--- src/rtl/alu_red_pkg.sv ---
// Shared types for the primary/spare ALU redundancy sequencer.
package alu_red_pkg;

  localparam int unsigned CTRL_W = 3;

  // IDLE must stay 2'b00: the pipeline derives its stall as state != 2'b00.
  typedef enum logic [1:0] {
    IDLE = 2'b00,
    P1   = 2'b01,
    P2   = 2'b10,
    P3   = 2'b11
  } state_e;

  localparam logic UNIT_P = 1'b0;
  localparam logic UNIT_S = 1'b1;

  // Which ALU supplies the result for the pass currently in flight.
  function automatic logic pass_unit(input state_e st, input logic spare_active,
                                     input logic spare_bad);
    if (spare_active) begin
      return UNIT_S;
    end else if (spare_bad) begin
      return UNIT_P;
    end else if (st == P2) begin
      return UNIT_S;
    end else begin
      return UNIT_P;
    end
  endfunction

endpackage

--- src/rtl/redundant_vote.sv ---
// Combinational 3-input majority voter over the three pass results.
module redundant_vote #(
  parameter int unsigned WIDTH = 32
) (
  input  logic [WIDTH-1:0] r1,
  input  logic [WIDTH-1:0] r2,
  input  logic [WIDTH-1:0] r3,
  output logic [WIDTH-1:0] winner,
  output logic             match12,
  output logic             match13,
  output logic             match23,
  output logic             all_differ
);

  // Pairwise compares; with no majority the latest pass wins.
  always_comb begin
    match12    = (r1 == r2);
    match13    = (r1 == r3);
    match23    = (r2 == r3);
    all_differ = !(match12 || match13 || match23);
    if (match12 || match13) begin
      winner = r1;
    end else if (match23) begin
      winner = r2;
    end else begin
      winner = r3;
    end
  end

endmodule

--- src/rtl/alu_redundancy_sequencer.sv ---
// Time-redundant primary/spare ALU sequencer with voting and fault tracking.
module alu_redundancy_sequencer #(
  parameter int unsigned WIDTH       = 32,
  parameter int unsigned CTRL_W      = alu_red_pkg::CTRL_W,
  parameter int unsigned FAULT_LIMIT = 3
) (
  input  logic              clk,
  input  logic              rst,
  input  logic              start,
  input  logic [WIDTH-1:0]  a_in,
  input  logic [WIDTH-1:0]  b_in,
  input  logic [CTRL_W-1:0] ctrl_in,
  output logic [WIDTH-1:0]  op_a,
  output logic [WIDTH-1:0]  op_b,
  output logic [CTRL_W-1:0] op_ctrl,
  input  logic [WIDTH-1:0]  res_p,
  input  logic [WIDTH-1:0]  res_s,
  output logic              busy,
  output logic              done,
  output logic [WIDTH-1:0]  result,
  output logic              fault_detected,
  output logic              uncorrectable,
  output logic              spare_active,
  output logic              spare_bad,
  input  logic              clear_faults
);
  import alu_red_pkg::*;

  state_e            state_q, state_d;
  logic [WIDTH-1:0]  op_a_q, op_a_d, op_b_q, op_b_d;
  logic [CTRL_W-1:0] op_ctrl_q, op_ctrl_d;
  logic [WIDTH-1:0]  r1_q, r1_d, r2_q, r2_d;
  logic [WIDTH-1:0]  result_q, result_d;
  logic              done_q, done_d, fault_q, fault_d, uncorr_q, uncorr_d;
  logic              spare_active_q, spare_active_d, spare_bad_q, spare_bad_d;
  logic [3:0]        cnt_q, cnt_d, cnt_inc;
  logic [WIDTH-1:0]  sel_res, winner;
  logic              match12, match13, match23, all_differ, normal_mode;

  redundant_vote #(
    .WIDTH(WIDTH)
  ) u_vote (
    .r1        (r1_q),
    .r2        (r2_q),
    .r3        (sel_res),
    .winner    (winner),
    .match12   (match12),
    .match13   (match13),
    .match23   (match23),
    .all_differ(all_differ)
  );

  // Next-state, pass sequencing, voting and blame bookkeeping.
  always_comb begin
    state_d        = state_q;
    op_a_d         = op_a_q;
    op_b_d         = op_b_q;
    op_ctrl_d      = op_ctrl_q;
    r1_d           = r1_q;
    r2_d           = r2_q;
    result_d       = result_q;
    done_d         = 1'b0;
    fault_d        = 1'b0;
    uncorr_d       = 1'b0;
    spare_active_d = spare_active_q;
    spare_bad_d    = spare_bad_q;
    cnt_d          = cnt_q;
    cnt_inc        = (cnt_q == 4'hF) ? cnt_q : cnt_q + 4'd1;
    normal_mode    = !spare_active_q && !spare_bad_q;
    sel_res        = (pass_unit(state_q, spare_active_q, spare_bad_q) == UNIT_S) ? res_s : res_p;

    unique case (state_q)
      IDLE: begin
        // Clear takes effect before a same-cycle start so that op runs in normal mode.
        if (clear_faults) begin
          spare_active_d = 1'b0;
          spare_bad_d    = 1'b0;
          cnt_d          = 4'd0;
        end
        if (start) begin
          op_a_d    = a_in;
          op_b_d    = b_in;
          op_ctrl_d = ctrl_in;
          state_d   = P1;
        end
      end
      P1: begin
        r1_d    = sel_res;
        state_d = P2;
      end
      P2: begin
        if (sel_res == r1_q) begin
          result_d = r1_q;
          done_d   = 1'b1;
          state_d  = IDLE;
        end else begin
          r2_d    = sel_res;
          state_d = P3;
        end
      end
      P3: begin
        result_d = winner;
        done_d   = 1'b1;
        fault_d  = 1'b1;
        uncorr_d = all_differ;
        state_d  = IDLE;
        // Blame is only meaningful when P1/P3 and P2 ran on different units.
        if (normal_mode && !all_differ) begin
          if (match12 || match13) begin
            spare_bad_d = 1'b1;
          end else if (match23) begin
            cnt_d = cnt_inc;
            if (32'(cnt_inc) >= FAULT_LIMIT) begin
              spare_active_d = 1'b1;
            end
          end
        end
      end
      default: state_d = IDLE;
    endcase
  end

  // State and datapath registers with asynchronous reset.
  always_ff @(posedge clk or posedge rst) begin
    if (rst) begin
      state_q        <= IDLE;
      op_a_q         <= '0;
      op_b_q         <= '0;
      op_ctrl_q      <= '0;
      r1_q           <= '0;
      r2_q           <= '0;
      result_q       <= '0;
      done_q         <= 1'b0;
      fault_q        <= 1'b0;
      uncorr_q       <= 1'b0;
      spare_active_q <= 1'b0;
      spare_bad_q    <= 1'b0;
      cnt_q          <= 4'd0;
    end else begin
      state_q        <= state_d;
      op_a_q         <= op_a_d;
      op_b_q         <= op_b_d;
      op_ctrl_q      <= op_ctrl_d;
      r1_q           <= r1_d;
      r2_q           <= r2_d;
      result_q       <= result_d;
      done_q         <= done_d;
      fault_q        <= fault_d;
      uncorr_q       <= uncorr_d;
      spare_active_q <= spare_active_d;
      spare_bad_q    <= spare_bad_d;
      cnt_q          <= cnt_d;
    end
  end

  assign busy           = (state_q != IDLE);
  assign op_a           = op_a_q;
  assign op_b           = op_b_q;
  assign op_ctrl        = op_ctrl_q;
  assign done           = done_q;
  assign result         = result_q;
  assign fault_detected = fault_q;
  assign uncorrectable  = uncorr_q;
  assign spare_active   = spare_active_q;
  assign spare_bad      = spare_bad_q;

endmodule

--- config.mk ---
export PLATFORM = sky130hd
export DESIGN_NAME = alu_redundancy_sequencer
export DESIGN_NICKNAME = d
export VERILOG_FILES = /design/src/rtl/alu_red_pkg.sv /design/src/rtl/redundant_vote.sv /design/src/rtl/alu_redundancy_sequencer.sv
export SDC_FILE = /design/constraint.sdc
export NUM_CORES = 1
export LEC_CHECK = 0
export ABC_CLOCK_PERIOD_IN_PS = 5600
export CORE_AREA = 5 5 204 107
export CTS_BUF_LIST = sky130_fd_sc_hd__clkbuf_2 sky130_fd_sc_hd__clkbuf_4 sky130_fd_sc_hd__clkbuf_8
export DETAILED_ROUTE_END_ITERATION = 10
export DIE_AREA = 0 0 209 112
export PLACE_DENSITY = 0.79
export SLEW_MARGIN = 20
export SYNTH_ARGS = -nofsm -noshare
export SYNTH_HDL_FRONTEND = slang
export SYNTH_SLANG_ARGS = --single-unit
--- constraint.sdc ---
create_clock -name clk -period 5.6 [get_ports clk]
set_input_delay 1.12 -clock clk [delete_from_list [all_inputs] [get_ports clk]]
set_output_delay 1.12 -clock clk [all_outputs]
set_load 0.05 [all_outputs]
Yosys cells after proc, flatten, opt, wreduce, memory -nomap -nowiden
Index checks and enable logic that the tools add are counted.
{ "classes": {"addsub": 1, "mul": 0, "div_mod_pow": 0, "n_lt_le_gt_ge": 1, "n_eq_ne": 16, "shift": 0, "n_mux": 30, "n_bitwise": 1, "n_reduce_logical": 17} }
{ "op_table": {"columns": ["cell", "count"], "rows": [
  ["== test 32 bit", 4],
  ["2-to-1 mux 32 bit", 4],
  ["case mux 32 bit (2 select lines)", 1],
  ["2-to-1 mux 4 bit", 5],
  ["inequality test 2 bit, second input constant", 7],
  ["2-to-1 mux 1 bit", 13],
  ["case mux 2 bit (4 select lines)", 1],
  ["case mux 4 bit (2 select lines)", 1],
  ["case mux 1 bit (2 select lines)", 3],
  ["AND reduction 2 bit", 3],
  ["AND reduction 6 bit", 1],
  ["nonzero test 2 bit", 3],
  ["AND reduction 5 bit", 1],
  ["adder 4 x 1 -> 4 bit, second input constant", 1],
  ["== test 2 bit, second input constant", 2],
  ["== test 4 bit, second input constant", 1],
  ["greater-or-equal comparator 4 x 2 -> 1 bit, second input constant", 1],
  ["2-to-1 mux 2 bit", 2],
  ["AND reduction 4 bit", 1],
  ["zero test 1 bit", 3],
  ["== test 2 x 1 -> 1 bit, second input constant", 1],
  ["logical AND 1 bit", 2],
  ["zero test 2 bit", 1],
  ["logical OR 1 bit", 2],
  ["2 further kinds", 2]
]} }
{ "totals": {"regBits": 174, "latchBits": 0, "mem_bits_rw": 0, "romBits": 0, "in_bits": 135, "out_inout_bits": 105, "wordCells": 79, "mem_count": 0} }

Logic depth before layout (Yosys ltp)
Gate-level depths: netlist of the first run.
{ "logic_depth": {"ltp_word": 11, "ltp_mapped": 12} }

Modules after synthesis
Synthesis of the first run repeated with hierarchy kept, for this count alone.
{ "hier_totals": {"hier_cells": 935, "hier_area_um2": 10023.4} }
{ "modules_own_cells": {"columns": ["module", "n_inst", "cells_each", "area_each_um2"], "rows": [
  ["alu_redundancy_sequencer", 1, 768, 8433.1],
  ["redundant_vote", 1, 167, 1590.3]
]} }

Worst setup path before layout of the first run
OpenSTA, ideal clock, no wires.
{ "synth_path": {"path_kind": "input to register", "from": "input port res_s[27]", "to": "register result_q[17], in the netlist result[17]", "setup_time_ns": 0.126, "arrival_ns": 3.074, "setup_slack_ns": 2.400, "stages": 10, "path_buffers": 2, "path_cell_list": "nor4bb_1 a211oi_4 xnor2_1 nor4_1 nand4_1 o211ai_2 buf_6 buf_6 nor2_1 a221o_1"} }
{ "synth_via": {"elab_chain_len": 5, "word_cells_on_any_way": 10, "cone_classes": "4 x eq/ne; 4 x mux; 2 x reduce/logical"} }
{ "synth_lines": {"columns": ["element", "line", "text"], "rows": [
  ["start, declared", "alu_redundancy_sequencer.sv:17", "input logic [WIDTH-1:0] res_s,"],
  ["2-to-1 mux 32 bit (*)", "alu_redundancy_sequencer.sv:70", "sel_res = (pass_unit(state_q, spare_active_q, spare_bad_q) == UNIT_S) ? res_s : res_p;"],
  ["== test 32 bit, on equally long branches", "redundant_vote.sv:19, redundant_vote.sv:18, alu_redundancy_sequencer.sv:92", null],
  ["2-to-1 mux 32 bit / logical OR 1 bit (equally long branches)", "redundant_vote.sv:23, redundant_vote.sv:21", null],
  ["2-to-1 mux 32 bit", "redundant_vote.sv:21", "if (match12 || match13) begin"],
  ["case mux 32 bit (2 select lines)", "alu_redundancy_sequencer.sv:72", "unique case (state_q)"],
  ["end signal, assigned", "alu_redundancy_sequencer.sv:146", "result_q <= result_d;"],
  ["end, declared", "alu_redundancy_sequencer.sv:33", "logic [WIDTH-1:0] result_q, result_d;"]
]} }
Every way passes the cells marked *; elsewhere a longest branch is shown, timed or not.
A chain may end at the register's enable or synchronous reset.

Worst setup path in the final report of the first run
{ "layout_path": {"from": "register state_q[0]", "to": "register result_q[25], in the netlist result[25]"} }
{ "layout_via": {"elab_chain_len": 9, "word_cells_on_any_way": 16, "cone_classes": "6 x eq/ne; 7 x mux; 3 x reduce/logical"} }
{ "layout_lines": {"columns": ["element", "line", "text"], "rows": [
  ["start, declared", "alu_redundancy_sequencer.sv:29", "state_e state_q, state_d;"],
  ["start signal, assigned", "alu_redundancy_sequencer.sv:140", "state_q <= state_d;"],
  ["== test 2 bit", "alu_red_pkg.sv:24, alu_redundancy_sequencer.sv:72", null],
  ["2-to-1 mux 1 bit", "alu_red_pkg.sv:24", "end else if (st == P2) begin"],
  ["2-to-1 mux 1 bit", "alu_red_pkg.sv:22", "end else if (spare_bad) begin"],
  ["2-to-1 mux 1 bit", "alu_red_pkg.sv:20", "if (spare_active) begin"],
  ["2-to-1 mux 32 bit", "alu_redundancy_sequencer.sv:70", null],
  ["== test 32 bit, on equally long branches", "redundant_vote.sv:19, redundant_vote.sv:18, alu_redundancy_sequencer.sv:92", null],
  ["2-to-1 mux 32 bit / logical OR 1 bit (equally long branches)", "redundant_vote.sv:23, redundant_vote.sv:21", null],
  ["2-to-1 mux 32 bit", "redundant_vote.sv:21", null],
  ["case mux 32 bit (2 select lines)", "alu_redundancy_sequencer.sv:72", null]
]} }
Parallel ways exist; a longest one is shown, timed or not.

==> flow_summary.toml, run 1 <==
[clocking]
cts_tree = "built"
h-tree-depth = 4
clockBufferDepth = 2
post_cts_buffers = 0
hold_buffers = 0
worstSkewPairLatency_ns = 0.47
clock_sinks = 174
postCtsResizedCells = 0
cts_buffers = 17
cts.clk_slew.worst_paths_ns = 0.11
clockRootBuffer = "clkbuf_8"

[timing]
rsz0062_at_grt = "false"
drv_slew = 0
worst_slew_pin_slew_ns = 1.03
hold_viol = 0
tns_ns = 0
finalCritPeriodShare_pct = 82.0
finalClockSkew_ns = 0.0186
setup_viol = 0
max_slew_margin_pct = 31.6
period_minus_slack_ns = 4.59
fmax_mhz = 218
hold-worst-slack_ns = 0.515

[synth]
yosysUniqueCellTypes = 43
synth_xor_area_share_pct = 9.33
synth.largest_area_cell = "dfrtp_1"
synth_fp_nets = 931
yosys_warnings = 0
synth_area_per_cell_um2 = 11.3
synth-compound-area-share_pct = 14.3
synth_seq_area_share_pct = 48.3
synthSimpleGateAreaFrac_pct = 16.1
synth_top_family_by_area = "simple AND/OR/NAND/NOR gates"
synthMuxAreaShare_pct = 8.37
synthTopCellsByArea = "dfrtp_1 (48%), xnor2_1 (8.9%), mux2_2 (8.4%)"
synthArstFlopShare_pct = 100
synth-seq-cells = 174
syn-cell-area_um2 = 9010
synth_cells = 795
synth-edff-count = 0
synth_ff_type = "dfrtp_1"
synth_top_area_share_pct = 48.3
post_synth_fa_ha_maj_area_fraction_pct = 0.139

[worst_setup_path]
cp_slowest_cell = "or3b_2"
cpPeakStageDelay_ns = 0.85
crit_chain = "or3b_2 -> buf_4 -> a211oi_4 -> xnor2_1 -> nor4_1 -> nand4_1 -> or2_1 -> a21boi_2 -> buf_4 -> a221o_1"
cp_common_cell = "buf_4"
end_kind = "flop"
rr_worst_depth = 10
cp_max_fo = 22
cp_num_buf_inv = 2
worst_ep_required_time_ns = 5.99
r2r_slack_ns = 1.01
critical_path_class = "flop to flop"
reg2reg_from = "state_q[0]"
cp_top_family = "simple AND/OR/NAND/NOR gates"
arrival_ns = 4.98
startpoint_type = "flop"
regToRegEndpoint = "result[25]"

[power]
total_power_mw = 8.15
powerDensity_nw_per_um2 = 678
p_leak_nw = 4.78
ir_worst_vdd_v = 0.000208

[route]
dr_wl_met2_um = 10600
drtPass1Iterations = 5
postRouteAntennaNets = 0
highest_layer = "met4"
vias_per_cell = 5.51
first_iter_violations = 603
dr_wl_met3_um = 3530
wl_met1_um = 12800
wl_um = 27100
wl_per_cell_um = 20.9
num_vias = 7161
drc = 0

[finish]
nets = 1149
final_cell_area_um2 = 12000
postLayoutCoreUtil_pct = 60.1
drive_gt1_share_pct = 14.9
diodes = 0
syn_to_final_growth_pct = 33.3

[global_routing]
antenna_found_initial = 0
grt.total_usage_pct = 22.7
grt_max_degree = 175
grt_pass1_vias = 6919
overflow = 0
grt_pass1_wl_um = 41500

[worst_hold_path]
min_to = "op_b[7]"
hp-class = "flop to flop"
min_path_cells = 1
hold_start = "op_b[7]"

[floorplanning]
fp.coreArea_um2 = 20000
die_w_um = 209
initial_core_util_pct = 45.1
num_rows = 37
io_pins = 240
die_h_um = 112
die_area_um2 = 23400

[placement]
port_buffers = 239
gp_congestion = 0.984
placed_area_um2 = 11600
dpl.hpwl_um = 20400

[status]
status = "finished, final reports clean"

[job]
maxCapViolCount = 0
## worst max-delay path by stage
stage / from / endpoint / slack (ns) / cells past startpoint
after CTS: state_q[0] / result[21] / 1.16 / 10
after floorplan: rst / cnt_q[0] / 2.26 / 1
after global placement: res_s[25] / result[6] / 1.18 / 10
final: state_q[0] / result[25] / 1.01 / 10
after detailed placement: res_s[25] / result[21] / 1.07 / 10
after global routing: state_q[0] / result[0] / 0.86 / 10
## where the power goes
group | switching [mW] | internal (mW) | total, mW | leakage [nW]
clock network | 0.533 | 0.378 | 0.911 | 0.205
logic | 2.96 | 1.86 | 4.82 | 2.43
registers | 0.561 | 1.86 | 2.42 | 2.14
## metal layers
metal  track usage [%]  vias up
li1                  -     3252
met1              34.7     3532
met2              29.6      354
met3              10.2       23
met4              3.95        0
met5                 0        -
## sequential cells by signal, indices dropped and copies added (netlist names)
name and flops:
r1_q 32, op_b 32, state_q 2, op_ctrl 3, op_a 32, uncorrectable 1
fault_detected 1, spare_bad 1, spare_active 1, result 32, r2_q 32, cnt_q 4
done 1
## per-stage QoR
step / setup WS, ns / cells
2_1_floorplan: 2.26 / 795
3_3_place_gp: 1.18 / 1267
3_5_place_dp: 1.07 / 1267
4_1_cts: 1.16 / 1299
5_1_grt: 0.860 / 1299
6_report: 1.01 / 1299
## synth_stat cells, drive strengths merged, types with 2 or more instances
cell type,instances
dfrtp,174
xnor2,92
a31o,2
and4b,3
o211ai,2
mux2,67
a211oi,33
a21oi,2
xor2,4
nand4,13
nor2b,33
nor4bb,34
buf,19
a31oi,2
nor4,17
a221o,32
nand2,69
inv,7
o21a,2
nand4b,2
nand2b,2
o21ai,67
and2,34
o211a,2
nor2,38
clkbuf,35
## area by class of cell
class / instances / area [um^2]
Inverter: 7 / 30.0
Clock inverter: 15 / 168
Multi-Input combinational cell: 560 / 4380
Fill cell: 1649 / 7990
Timing Repair Buffer: 253 / 2510
Tap cell: 273 / 342
Clock buffer: 17 / 234
Sequential cell: 174 / 4350
## kinds of logic after synthesis
kind of cell / count (synthesis)
flip-flops: 174
multiplexers: 67
buffers and inverters: 61
adder cells (fa/ha/maj): 1
AND/OR/NAND/NOR: 251
AO/OA/AOI/OAI: 145
XOR/XNOR: 96
## layout by cell type (no fill, tap or decap), types with 2 or more instances in the layout
cell type | netlist | layout
inv_6 | 0 | 6
and2_1 | 34 | 33
o21a_1 | 2 | 2
a221o_1 | 32 | 32
o21ai_4 | 0 | 2
a211oi_4 | 16 | 16
a31oi_1 | 2 | 2
xnor2_1 | 92 | 92
o211a_1 | 2 | 2
clkdlybuf4s50_1 | 0 | 239
nor2b_1 | 33 | 33
o21ai_0 | 65 | 65
mux2_2 | 67 | 67
clkinvlp_4 | 0 | 2
dfrtp_1 | 174 | 174
nor2_1 | 38 | 38
a211oi_2 | 16 | 16
buf_4 | 4 | 13
xor2_1 | 4 | 4
inv_1 | 7 | 6
nand2b_1 | 2 | 2
nor4bb_1 | 34 | 34
inv_8 | 0 | 5
a21oi_1 | 2 | 2
nand4b_1 | 2 | 2
clkbuf_8 | 0 | 17
nor4_1 | 17 | 17
nand2_1 | 69 | 69
nand4_1 | 13 | 13
and4b_1 | 3 | 3
Note: power is estimated with default switching activity, not from simulation.
==> run 2: changes to the inputs <==
- ABC_CLOCK_PERIOD_IN_PS: 5600 -> 4170
- clock period: 5.6 -> 4.17 ns (I/O delays scaled with it)
==> run 2 against run 1 <==
Non-clock buffer count rose by 26; clock power increased by 28%; sequential cell count stayed put; worst setup slack got worse by 0.76 ns; clock skew increased by 0.0019 ns; critical path depth did not move; critical endpoint is now result[8].
==> flow_summary.toml, run 2 (synthesis gave the netlist of run 1 again) <==
[finish]
layout_common_cells = "clkdlybuf4s50_1 (239), dfrtp_1 (174), xnor2_1 (92), nand2_1 (69), mux2_2 (67)"
fillers = 1675
postLayoutCoreUtil_pct = 61.4
drive_gt1_share_pct = 17.1
nets = 1175
syn_to_final_growth_pct = 36.4
layout_commonest_cell = "clkdlybuf4s50_1"
diodes = 0

[clocking]
postCtsResizedCells = 0
cts.clk_slew.worst_paths_ns = 0.10
h-tree-depth = 4
clock_sinks = 174
cts_tree = "built"
clockRootBuffer = "clkbuf_8"
worstSkewPairLatency_ns = 0.46
hold_buffers = 0
cts_buffers = 17
post_cts_buffers = 0
clockBufferDepth = 2

[worst_setup_path]
worst_ep_required_time_ns = 4.51
cp_num_buf_inv = 2
crit_chain = "or3b_2 -> buf_4 -> a211oi_4 -> xnor2_1 -> nor4_1 -> nand4_1 -> o211ai_2 -> buf_4 -> nor2_1 -> a221o_1"
critical_path_class = "flop to flop"
cp_common_cell = "buf_4"
cp_top_family = "simple AND/OR/NAND/NOR gates"
cp_max_fo = 22
arrival_ns = 4.26
startpoint_type = "flop"
end_kind = "flop"
cp_slowest_cell = "or3b_2"
cpPeakStageDelay_ns = 0.84

[floorplanning]
die_area_um2 = 23400
fp.coreArea_um2 = 20000
initial_core_util_pct = 45.1
die_h_um = 112
die_w_um = 209
io_pins = 240
num_rows = 37

[power]
ir_worst_vdd_v = 0.000375
powerDensity_nw_per_um2 = 905
p_leak_nw = 4.92

[route]
drc = 0
first_iter_violations = 583
num_vias = 7219
postRouteAntennaNets = 0
vias_per_cell = 5.45
wl_um = 27400
wl_per_cell_um = 20.6
drtPass1Iterations = 6

[timing]
setup_viol = 0
max_slew_margin_pct = 36.7
finalCritPeriodShare_pct = 94.0
fmax_mhz = 255
tns_ns = 0
finalClockSkew_ns = 0.0206
hold_viol = 0
drv_slew = 0
worst_slew_pin_slew_ns = 0.949
period_minus_slack_ns = 3.92
setup_ws_ns = 0.252
rsz0062_at_grt = "false"

[job]
maxCapViolCount = 0

[global_routing]
grt_pass1_wl_um = 42600
grt_max_degree = 69
antenna_found_initial = 0
grt.total_usage_pct = 23.3
overflow = 0
grt_pass1_vias = 7081

[worst_hold_path]
hp-class = "flop to flop"

[status]
status = "finished, final reports clean"

[placement]
gp_congestion = 0.977
place_ws_ns = 0.157
dpl.hpwl_um = 21000
port_buffers = 239
## run 2: worst paths after layout
check / start / endpoint / slack [ns] / depth (start not counted)
setup / recovery: state_q[0] / result[8] / 0.25 / 10
hold / removal: op_b[15] / op_b[15] / 0.51 / 1
setup reg to reg: state_q[0] / result[8] / 0.25 / 10
hold reg to reg: op_b[15] / op_b[15] / 0.51 / 1
max in group asynchronous: rst / cnt_q[3] / 2.70 / 4
min in group asynchronous: rst / op_a[28] / 0.66 / 2
## run 2: final cells by class
type / count / area, um^2 / area share, %
clock buffers: 18 / 248 / 2.02
clock inverters: 14 / 135 / 1.10
inverters: 7 / 30.0 / 0.244
multi-input cells: 560 / 4380 / 35.6
flip-flops and latches: 174 / 4350 / 35.4
well taps: 273 / 342 / 2.78
repair buffers: 279 / 2810 / 22.8
## run 2: layer usage
metal	wire (um)	share of wire, %	vias up	track usage (%)
met5	0	0	-	0
met4	114	0.42	0	3.52
met3	3260	12	10	9.60
met2	10500	38	324	30.0
met1	13500	49	3579	36.8
li1	-	-	3306	-
## run 2: through the flow
step | area [um^2] | power, mW | instances | hold WS [ns]
floorplan | 9010 | 7.58 | 795 | 0.508
global placement | 11900 | 9.80 | 1292 | 0.488
detailed placement | 11900 | 9.92 | 1292 | 0.493
CTS | 12300 | 11.1 | 1324 | 0.517
global route | 12300 | 11.7 | 1325 | 0.534
finish | 12300 | 11.1 | 1325 | 0.512
## run 2: power by group
part           switching [mW]  internal, mW  leakage, nW  total (mW)
clock                   0.707         0.464        0.199        1.17
combinational            4.05          2.68         2.59        6.72
sequential              0.740          2.49         2.14        3.23
==> run 3: changes to the inputs <==
- MAX_ROUTING_LAYER: unset -> met4
==> run 3 against run 2 <==
Wire length grew 0.38%; critical path depth unchanged; global-route usage grew 0.63 points; utilization down 0.26 points; final cell count shrank 0.23%; highest routed layer unchanged.
==> flow_summary.toml, run 3 (synthesis gave the netlist of run 1 again) <==
[clocking]
clockBufferDepth = 2
clock_sinks = 174
postCtsResizedCells = 0
clockRootBuffer = "clkbuf_8"
worstSkewPairLatency_ns = 0.48
hold_buffers = 0
post_cts_buffers = 0
cts_tree = "built"
cts.clk_slew.worst_paths_ns = 0.10
h-tree-depth = 4
cts_buffers = 17

[timing]
fmax_mhz = 249
setup_ws_ns = 0.156
worst_slew_pin_slew_ns = 0.848
drv_slew = 0
finalCritPeriodShare_pct = 96.3
setup_viol = 0
rsz0062_at_grt = "false"
period_minus_slack_ns = 4.01
hold_viol = 0
tns_ns = 0
max_slew_margin_pct = 43.5
hold-worst-slack_ns = 0.513
finalClockSkew_ns = 0.0240

[floorplanning]
io_pins = 240
die_area_um2 = 23400
num_rows = 37
die_w_um = 209
initial_core_util_pct = 45.1
die_h_um = 112
fp.coreArea_um2 = 20000

[worst_hold_path]
hold_start = "op_b[23]"
min_path_cells = 1
min_to = "op_b[23]"
hp-class = "flop to flop"

[finish]
layout_common_cells = "clkdlybuf4s50_1 (239), dfrtp_1 (174), xnor2_1 (92), nand2_1 (69), mux2_2 (67)"
postLayoutCoreUtil_pct = 61.2
layout_commonest_cell = "clkdlybuf4s50_1"
final-instance-count-excl-fill = 1322
final_cell_area_um2 = 12200
syn_to_final_growth_pct = 35.8
drive_gt1_share_pct = 16.7
nets = 1172

[route]
first_iter_violations = 613
postRouteAntennaNets = 0
vias_per_cell = 5.44
wl_per_cell_um = 20.8
drtPass1Iterations = 5
num_vias = 7194
drc = 0
wl_um = 27500

[worst_setup_path]
worst_ep_required_time_ns = 4.52
r2r_slack_ns = 0.16
rr_worst_depth = 10
cpPeakStageDelay_ns = 0.67
critical_path_class = "flop to flop"
cp_slowest_cell = "or3b_2"
crit_chain = "or3b_2 -> buf_12 -> a211oi_4 -> xnor2_1 -> nor4_1 -> nand4_1 -> o211ai_2 -> buf_4 -> nor2_1 -> a221o_1"
regToRegEndpoint = "result[0]"
end_kind = "flop"
reg2reg_from = "state_q[0]"
crit_start = "state_q[0]"
cp_max_fo = 27
arrival_ns = 4.37
startpoint_type = "flop"

[placement]
placed_area_um2 = 11900
dpl.hpwl_um = 21300
dp_cells = 1290
gp_congestion = 0.943
place_ws_ns = 0.0210
port_buffers = 239

[power]
ir_worst_vdd_v = 0.000320
total_power_mw = 11.1
powerDensity_nw_per_um2 = 906
p_leak_nw = 4.90

[global_routing]
overflow = 0
grt_pass1_wl_um = 42200
grt_max_degree = 81
antenna_found_initial = 0
grt_pass1_vias = 7100
grt.total_usage_pct = 24.0

[status]
status = "finished, final reports clean"

[job]
maxCapViolCount = 0
-- run 3: cell count changes in the layout (fill, tap and decap cells not counted), sizes merged --
cell | previous run | this run
buf | 40 | 37
clkbuf | 18 | 17
clkinv | 3 | 7
diode | 0 | 1
inv | 17 | 13
-- run 3: metal layers --
| layer | global-route usage, % | share of wire (%) |
|---|---|---|
| met1 | 35.8 | 48 |
| met2 | 30.3 | 39 |
| met3 | 9.85 | 12 |
| met4 | 4.34 | 1.1 |
| met5 | - | 0 |
-- run 3: layout make-up --
cell class                      count  area [um^2]
Antenna cell                        1         2.50
Clock buffer                       17          234
Clock inverter                     14          148
Fill cell                        1698         7760
Inverter                            7         30.0
Multi-Input combinational cell    560         4370
Sequential cell                   174         4350
Tap cell                          273          342
Timing Repair Buffer              276         2760
-- run 3: how the worst max path moves through the flow --
stage | end | slack (ns) | cells after the start
6_report | result[0] | 0.16 | 10
3_3_place_gp | result[27] | 0.09 | 10
2_1_floorplan | result[17] | 1.05 | 12
4_1_cts | result[1] | 0.27 | 10
3_5_place_dp | result[27] | 0.02 | 10
5_1_grt | result[19] | 0.07 | 10
-- run 3: critical path, delay by kind of cell, from the launching register on --
kind	cells	cell delay, ns
AO/OA/AOI/OAI	3	0.95
flip-flops	1	0.38
AND/OR/NAND/NOR	4	1.73
buffers and inverters	2	0.63
XOR/XNOR	1	0.17
-- run 3: where the power goes --
group	internal (mW)	switching, mW	total [mW]
sequential	2.49	0.741	3.23
combinational	2.66	4.03	6.69
clock	0.444	0.719	1.16
